File: src/rtl/controle_varredura_pkg.sv
// Shared types and constants for the servo sweep / ultrasonic measurement controller.
package controle_varredura_pkg;

  typedef enum logic [3:0] {
    INICIAL  = 4'd0,
    ASSENTA  = 4'd1,
    MEDE     = 4'd2,
    AGUARDA  = 4'd3,
    REGISTRA = 4'd4,
    PROXIMA  = 4'd5
  } estado_t;

  localparam logic [11:0] DIST_TIMEOUT = 12'hFFF;

endpackage

File: src/rtl/gerador_pwm_posicao.sv
// Free-running servo PWM; pulse width follows the position index, reloaded only at
// the period boundary so a pulse is never truncated. wrap_o marks the last period cycle.
module gerador_pwm_posicao #(
  parameter int unsigned CONF_PERIODO = 1000000,
  parameter int unsigned POS_W        = 3,
  parameter int unsigned LARG_MIN     = 50000,
  parameter int unsigned LARG_PASSO   = 7142
) (
  input  logic             clock,
  input  logic             reset,
  input  logic [POS_W-1:0] posicao_i,
  output logic             pwm_o,
  output logic             wrap_o
);

  logic [31:0] cnt_q, cnt_d;
  logic [31:0] larg_q, larg_d;
  logic        pwm_q;

  assign wrap_o = (cnt_q == 32'(CONF_PERIODO - 1));
  assign pwm_o  = pwm_q;

  always_comb begin
    cnt_d  = wrap_o ? 32'd0 : cnt_q + 32'd1;
    larg_d = larg_q;
    if (wrap_o)
      larg_d = 32'(LARG_MIN) + 32'(posicao_i) * 32'(LARG_PASSO);
  end

  // pwm is registered so it is cleanly 0 while reset is held
  always_ff @(posedge clock) begin
    if (reset) begin
      cnt_q  <= 32'd0;
      larg_q <= 32'(LARG_MIN);
      pwm_q  <= 1'b0;
    end else begin
      cnt_q  <= cnt_d;
      larg_q <= larg_d;
      pwm_q  <= (cnt_q < larg_q);
    end
  end

endmodule

File: src/rtl/controle_varredura.sv
// Autonomous radar sweep: settle servo, request one measurement, publish it tagged
// with its position. Define CONTROLE_VARREDURA_PINGPONG_EN for a back-and-forth sweep.
module controle_varredura
  import controle_varredura_pkg::*;
#(
  parameter int unsigned CONF_PERIODO = 1000000,
  parameter int unsigned N_POS        = 8,
  parameter int unsigned POS_W        = 3,
  parameter int unsigned LARG_MIN     = 50000,
  parameter int unsigned LARG_PASSO   = 7142,
  parameter int unsigned T_ASSENTA    = 10,
  parameter int unsigned T_TIMEOUT    = 5000000
) (
  input  logic             clock,
  input  logic             reset,
  input  logic             ligar,
  input  logic             pronto_sensor,
  input  logic [11:0]      distancia,
  output logic             medir_sensor,
  output logic             pwm,
  output logic [POS_W-1:0] posicao,
  output logic [11:0]      medida,
  output logic             medida_valida,
  output logic             timeout,
  output logic             fim_varredura,
  output logic [3:0]       db_estado
);

  localparam logic [POS_W-1:0] ULTIMA = POS_W'(N_POS - 1);

  estado_t          estado_q, estado_d;
  logic [31:0]      assenta_q, assenta_d;
  logic [31:0]      espera_q, espera_d;
  logic [POS_W-1:0] posicao_q, posicao_d;
  logic [11:0]      medida_q, medida_d;
  logic             wrap;
  logic             fim_pos;
`ifdef CONTROLE_VARREDURA_PINGPONG_EN
  logic             desce_q, desce_d;
`endif

  gerador_pwm_posicao #(
    .CONF_PERIODO(CONF_PERIODO),
    .POS_W       (POS_W),
    .LARG_MIN    (LARG_MIN),
    .LARG_PASSO  (LARG_PASSO)
  ) u_pwm (
    .clock    (clock),
    .reset    (reset),
    .posicao_i(posicao_q),
    .pwm_o    (pwm),
    .wrap_o   (wrap)
  );

`ifdef CONTROLE_VARREDURA_PINGPONG_EN
  assign fim_pos = (posicao_q == '0) || (posicao_q == ULTIMA);
`else
  assign fim_pos = (posicao_q == ULTIMA);
`endif

  always_comb begin
    estado_d      = estado_q;
    assenta_d     = assenta_q;
    espera_d      = espera_q;
    posicao_d     = posicao_q;
    medida_d      = medida_q;
    medir_sensor  = 1'b0;
    medida_valida = 1'b0;
    timeout       = 1'b0;
    fim_varredura = 1'b0;
`ifdef CONTROLE_VARREDURA_PINGPONG_EN
    desce_d       = desce_q;
`endif
    unique case (estado_q)
      INICIAL: begin
        assenta_d = 32'd0;
        if (ligar) estado_d = ASSENTA;
      end
      ASSENTA: begin
        if (wrap) begin
          if (assenta_q == 32'(T_ASSENTA - 1)) estado_d = MEDE;
          else assenta_d = assenta_q + 32'd1;
        end
      end
      MEDE: begin
        medir_sensor = 1'b1;
        espera_d     = 32'd0;
        estado_d     = AGUARDA;
      end
      AGUARDA: begin
        // a pronto coinciding with expiry wins over the timeout
        if (pronto_sensor) begin
          medida_d = distancia;
          estado_d = REGISTRA;
        end else if (espera_q == 32'(T_TIMEOUT - 1)) begin
          medida_d = DIST_TIMEOUT;
          timeout  = 1'b1;
          estado_d = REGISTRA;
        end else begin
          espera_d = espera_q + 32'd1;
        end
      end
      REGISTRA: begin
        medida_valida = 1'b1;
        fim_varredura = fim_pos;
        estado_d      = PROXIMA;
      end
      PROXIMA: begin
`ifdef CONTROLE_VARREDURA_PINGPONG_EN
        if (!desce_q) begin
          if (posicao_q == ULTIMA) begin
            desce_d   = 1'b1;
            posicao_d = posicao_q - 1'b1;
          end else begin
            posicao_d = posicao_q + 1'b1;
          end
        end else begin
          if (posicao_q == '0) begin
            desce_d   = 1'b0;
            posicao_d = posicao_q + 1'b1;
          end else begin
            posicao_d = posicao_q - 1'b1;
          end
        end
`else
        posicao_d = (posicao_q == ULTIMA) ? '0 : posicao_q + 1'b1;
`endif
        assenta_d = 32'd0;
        estado_d  = ligar ? ASSENTA : INICIAL;
      end
      default: estado_d = INICIAL;
    endcase
  end

  always_ff @(posedge clock) begin
    if (reset) begin
      estado_q  <= INICIAL;
      assenta_q <= 32'd0;
      espera_q  <= 32'd0;
      posicao_q <= '0;
      medida_q  <= 12'd0;
`ifdef CONTROLE_VARREDURA_PINGPONG_EN
      desce_q   <= 1'b0;
`endif
    end else begin
      estado_q  <= estado_d;
      assenta_q <= assenta_d;
      espera_q  <= espera_d;
      posicao_q <= posicao_d;
      medida_q  <= medida_d;
`ifdef CONTROLE_VARREDURA_PINGPONG_EN
      desce_q   <= desce_d;
`endif
    end
  end

  assign posicao   = posicao_q;
  assign medida    = medida_q;
  assign db_estado = estado_q;

endmodule

File: config.mk
export PLATFORM = sky130hd
export DESIGN_NAME = controle_varredura
export DESIGN_NICKNAME = d
export VERILOG_FILES = /design/src/rtl/controle_varredura_pkg.sv /design/src/rtl/gerador_pwm_posicao.sv /design/src/rtl/controle_varredura.sv
export SDC_FILE = /design/constraint.sdc
export NUM_CORES = 1
export LEC_CHECK = 0
export CAP_MARGIN = 20
export CORE_MARGIN = 2
export CORE_UTILIZATION = 24
export CTS_CLUSTER_SIZE = 25
export DETAILED_ROUTE_END_ITERATION = 10
export GPL_TIMING_DRIVEN = 0
export HOLD_SLACK_MARGIN = 0.06
export SLEW_MARGIN = 15
export SYNTH_ARGS = -nofsm -noshare
export SYNTH_HDL_FRONTEND = slang
export SYNTH_SLANG_ARGS = --single-unit
File: constraint.sdc
create_clock -name clock -period 5.3 [get_ports clock]
set_input_delay 0.53 -clock clock [delete_from_list [all_inputs] [get_ports clock]]
set_output_delay 0.53 -clock clock [all_outputs]
set_load 0.02 [all_outputs]
==> key figures <==
Worst setup path
  – WP buf/inv: 3
  – Req. time, crit path: 5.60 ns
  – Worst EP arrival: 3.88 ns
  – CP peak stage delay: 0.73 ns
  – Most used cell, CP: ha_1
  – Kind of start point of the critical path: flop
  – Worst path top cell family by delay: compound AO/OA/AOI/OAI gates
  – Critical Path Slowest Stage Cell: o311ai_0
  – CP Max Fanout: 10
  – Worst setup EP type: flop
  – Crit path cell chain: buf_2 -> inv_1 -> ha_1 -> ha_1 -> clkbuf_1 -> and3_1 -> a21oi_1 -> o21a_1 -> o311ai_0 -> a31oi_1 -> xnor2_1 -> o21ai_0
  – Critical path class: reg -> reg

Drt
  – DRT Pass-1 Iters: 5
  – DRC violations left: 0
  – Drt total wl: 16.9 mm
  – Iteration-0 DRC Markers: 354
  – DR vias/cell: 4.67
  – Vias: 6110
  – WL/cell: 12.9 um
  – Post-DRT Antenna Nets: 0

Finish
  – Fin cells: 1309
  – Area Growth Syn to Fin: 20.3%
  – Ant diodes: 0
  – Fill count: 3075
  – Layout cells sized above 1: 0.0616
  – Final #Nets: 965
  – Cell area after layout: 8530 um2

Logic synthesis
  – Number of synthesized register bits: 130
  – Synth top area cells: dfxtp_1 37%, xor2_1 7.3%, nor2_1 6.8%
  – Post-Syn Area: 7090 um2
  – Area fraction of the dominant cell type after synthesis: 0.367
  – Cell variety after synth: 64
  – Post-Syn Nets: 906
  – EDFF count, synth: 0
  – Seq/Total Area, Yosys: 0.367
  – Most frequent cell after synthesis: dfxtp_1
  – Async SR Flop Fraction: 0
  – Top cells by count, synth: 130 x dfxtp_1, 129 x nor2_1, 59 x xor2_1
  – Number of cells produced by synthesis: 853
  – Syn avg cell area: 8.31 um2
  – Yosys warns: 0
  – Post-synth top area cell: dfxtp_1
  – Synth Flop Type: dfxtp_1

Placement
  – Routability cong.: 0.802
  – DP HPWL: 12.3 mm
  – Cells after DPL: 1276
  – DP Area: 7960 um2
  – Port Buffers: 38

Timing
  – RSZ-0062 raised after global routing: false
  – Tcrit/Tclk final: 0.676
  – Final hold violation count: 0
  – Fin crit period: 3.58 ns
  – Slew HR: 0.348
  – Final Setup Violations: 0
  – Slew at the pin with the worst max-slew slack: 0.977 ns
  – Final TNS setup: 0 ns
  – Worst Clk Skew: 0.00601 ns
  – Peak Freq: 279 MHz
  – Hold slack final: 0.454 ns
  – Pins Over Slew Limit: 0

Die
  – Core box area: 28900 um2
  – IO Pins: 40
  – Die Wd: 176 um
  – Initial Util: 0.245
  – Cell Rows: 62
  – Die H: 176 um
  – Die area: 30900 um2

GRT
  – Total track usage: 0.112
  – First-pass GRT wire length: 27.8 mm
  – Vias in the first global route: 5508
  – GRT overflow: 0
  – Antenna violations before repair: 0
  – Largest net degree at the start of global routing: 17

Clocking
  – Max clock buf depth: 2
  – CTS tree: yes
  – Clock slew at reported path FFs: 0.06 ns
  – Post-cts resize count: 0
  – Num Clock Sinks: 130
  – Root buf cell: clkbuf_16
  – Postcts setup bufs: 0
  – Worst skew pair latency: 0.42 ns
  – CTS buffer count: 17
  – CTS Hold Bufs: 0
  – H-tree level count: 4

Power
  – P per Cell Area: 274 nW/um2
  – Leakage power total: 0.00301 uW
  – Total Power: 2340 uW
  – Maximum VDD drop: 0.233 mV

Job
  – Maxcap violations: 0

Outcome
  – Status: completed

Worst hold path
  – Hold Path Class: reg -> reg
[per-layer routing]
metal	global-route usage	routed length (um)	vias to the layer above
met5	0	0	-
met2	0.166	7180	96
met1	0.153	8620	2846
met3	0.0290	746	20
met4	0.0482	343	0
li1	-	-	3148
[sequential cells by signal, indices dropped and copies added, names as in the netlist]
register	cells
u_pwm.cnt_q	32
u_pwm.larg_q	15
espera_q	32
u_pwm.pwm_o	1
assenta_q	32
posicao	3
medida	12
db_estado	3
[placed cells by master (no fill, tap or decap), types with 6 or more instances in the layout]
cell	count
buf_2	9
dfxtp_1	130
nand2_1	49
nand4_1	38
o21ai_0	17
nor2_1	129
clkbuf_1	28
a21o_1	10
nor4b_1	8
and4_1	10
a21oi_1	27
nor3_1	48
or3_1	7
nor2b_1	7
clkbuf_16	17
and3_1	22
inv_1	35
a211oi_1	6
ha_1	35
xnor2_1	37
nor4_2	6
xor2_1	59
nor4_1	28
nand3_1	36
clkdlybuf4s50_1	38
[stage by stage]
step / setup WS [ns] / util
global route: 1.31 / 0.295
detailed placement: 1.72 / 0.275
floorplan: 2.20 / -
finish: 1.72 / 0.295
CTS: 1.70 / 0.295
global placement: 1.77 / 0.275
[area by class of cell]
type                    instances  area, um2  area share
clock inverters                 8       77.6     0.00909
clock buffers                  24        492      0.0576
inverters                      35        131      0.0154
repair buffers                 40        390      0.0458
multi-input cells             648       4190       0.491
plain buffers                  40        171      0.0201
well taps                     384        480      0.0563
flip-flops and latches        130       2600       0.305
[tightest hold or removal path: stages (launching register included)]
cell and delay [ns]:
dfxtp_1 0.31, nand2_1 0.05, a21oi_1 0.05
[path summary, 6_finish.rpt]
kind | endpoint | cells past startpoint | slack [ns] | from
worst min-delay path | u_pwm.larg_q[5] | 2 | 0.45 | u_pwm.larg_q[5]
worst min register to register | u_pwm.larg_q[5] | 2 | 0.45 | u_pwm.larg_q[5]
worst max-delay path | u_pwm.larg_q[15] | 12 | 1.72 | posicao[0]
worst max register to register | u_pwm.larg_q[15] | 12 | 1.72 | posicao[0]
[where the power goes]
group	total (uW)	switching [uW]	internal, uW
registers	998	9.74	988
logic	219	147	72.4
clock network	1120	429	692
total	2340	585	1750
[logic make-up after synthesis]
group | after synthesis | synth area share
AOI/OAI and AO/OA | 96 | 0.0912
xor gates and xnor gates | 96 | 0.119
adders and majority gates | 37 | 0.0674
buffers and inverters | 75 | 0.0427
DFF | 130 | 0.367
muxes | 3 | 0.00441
other | 1 | 0.000529
and+or+nand+nor | 415 | 0.308
(Power assumes the default switching activity.)
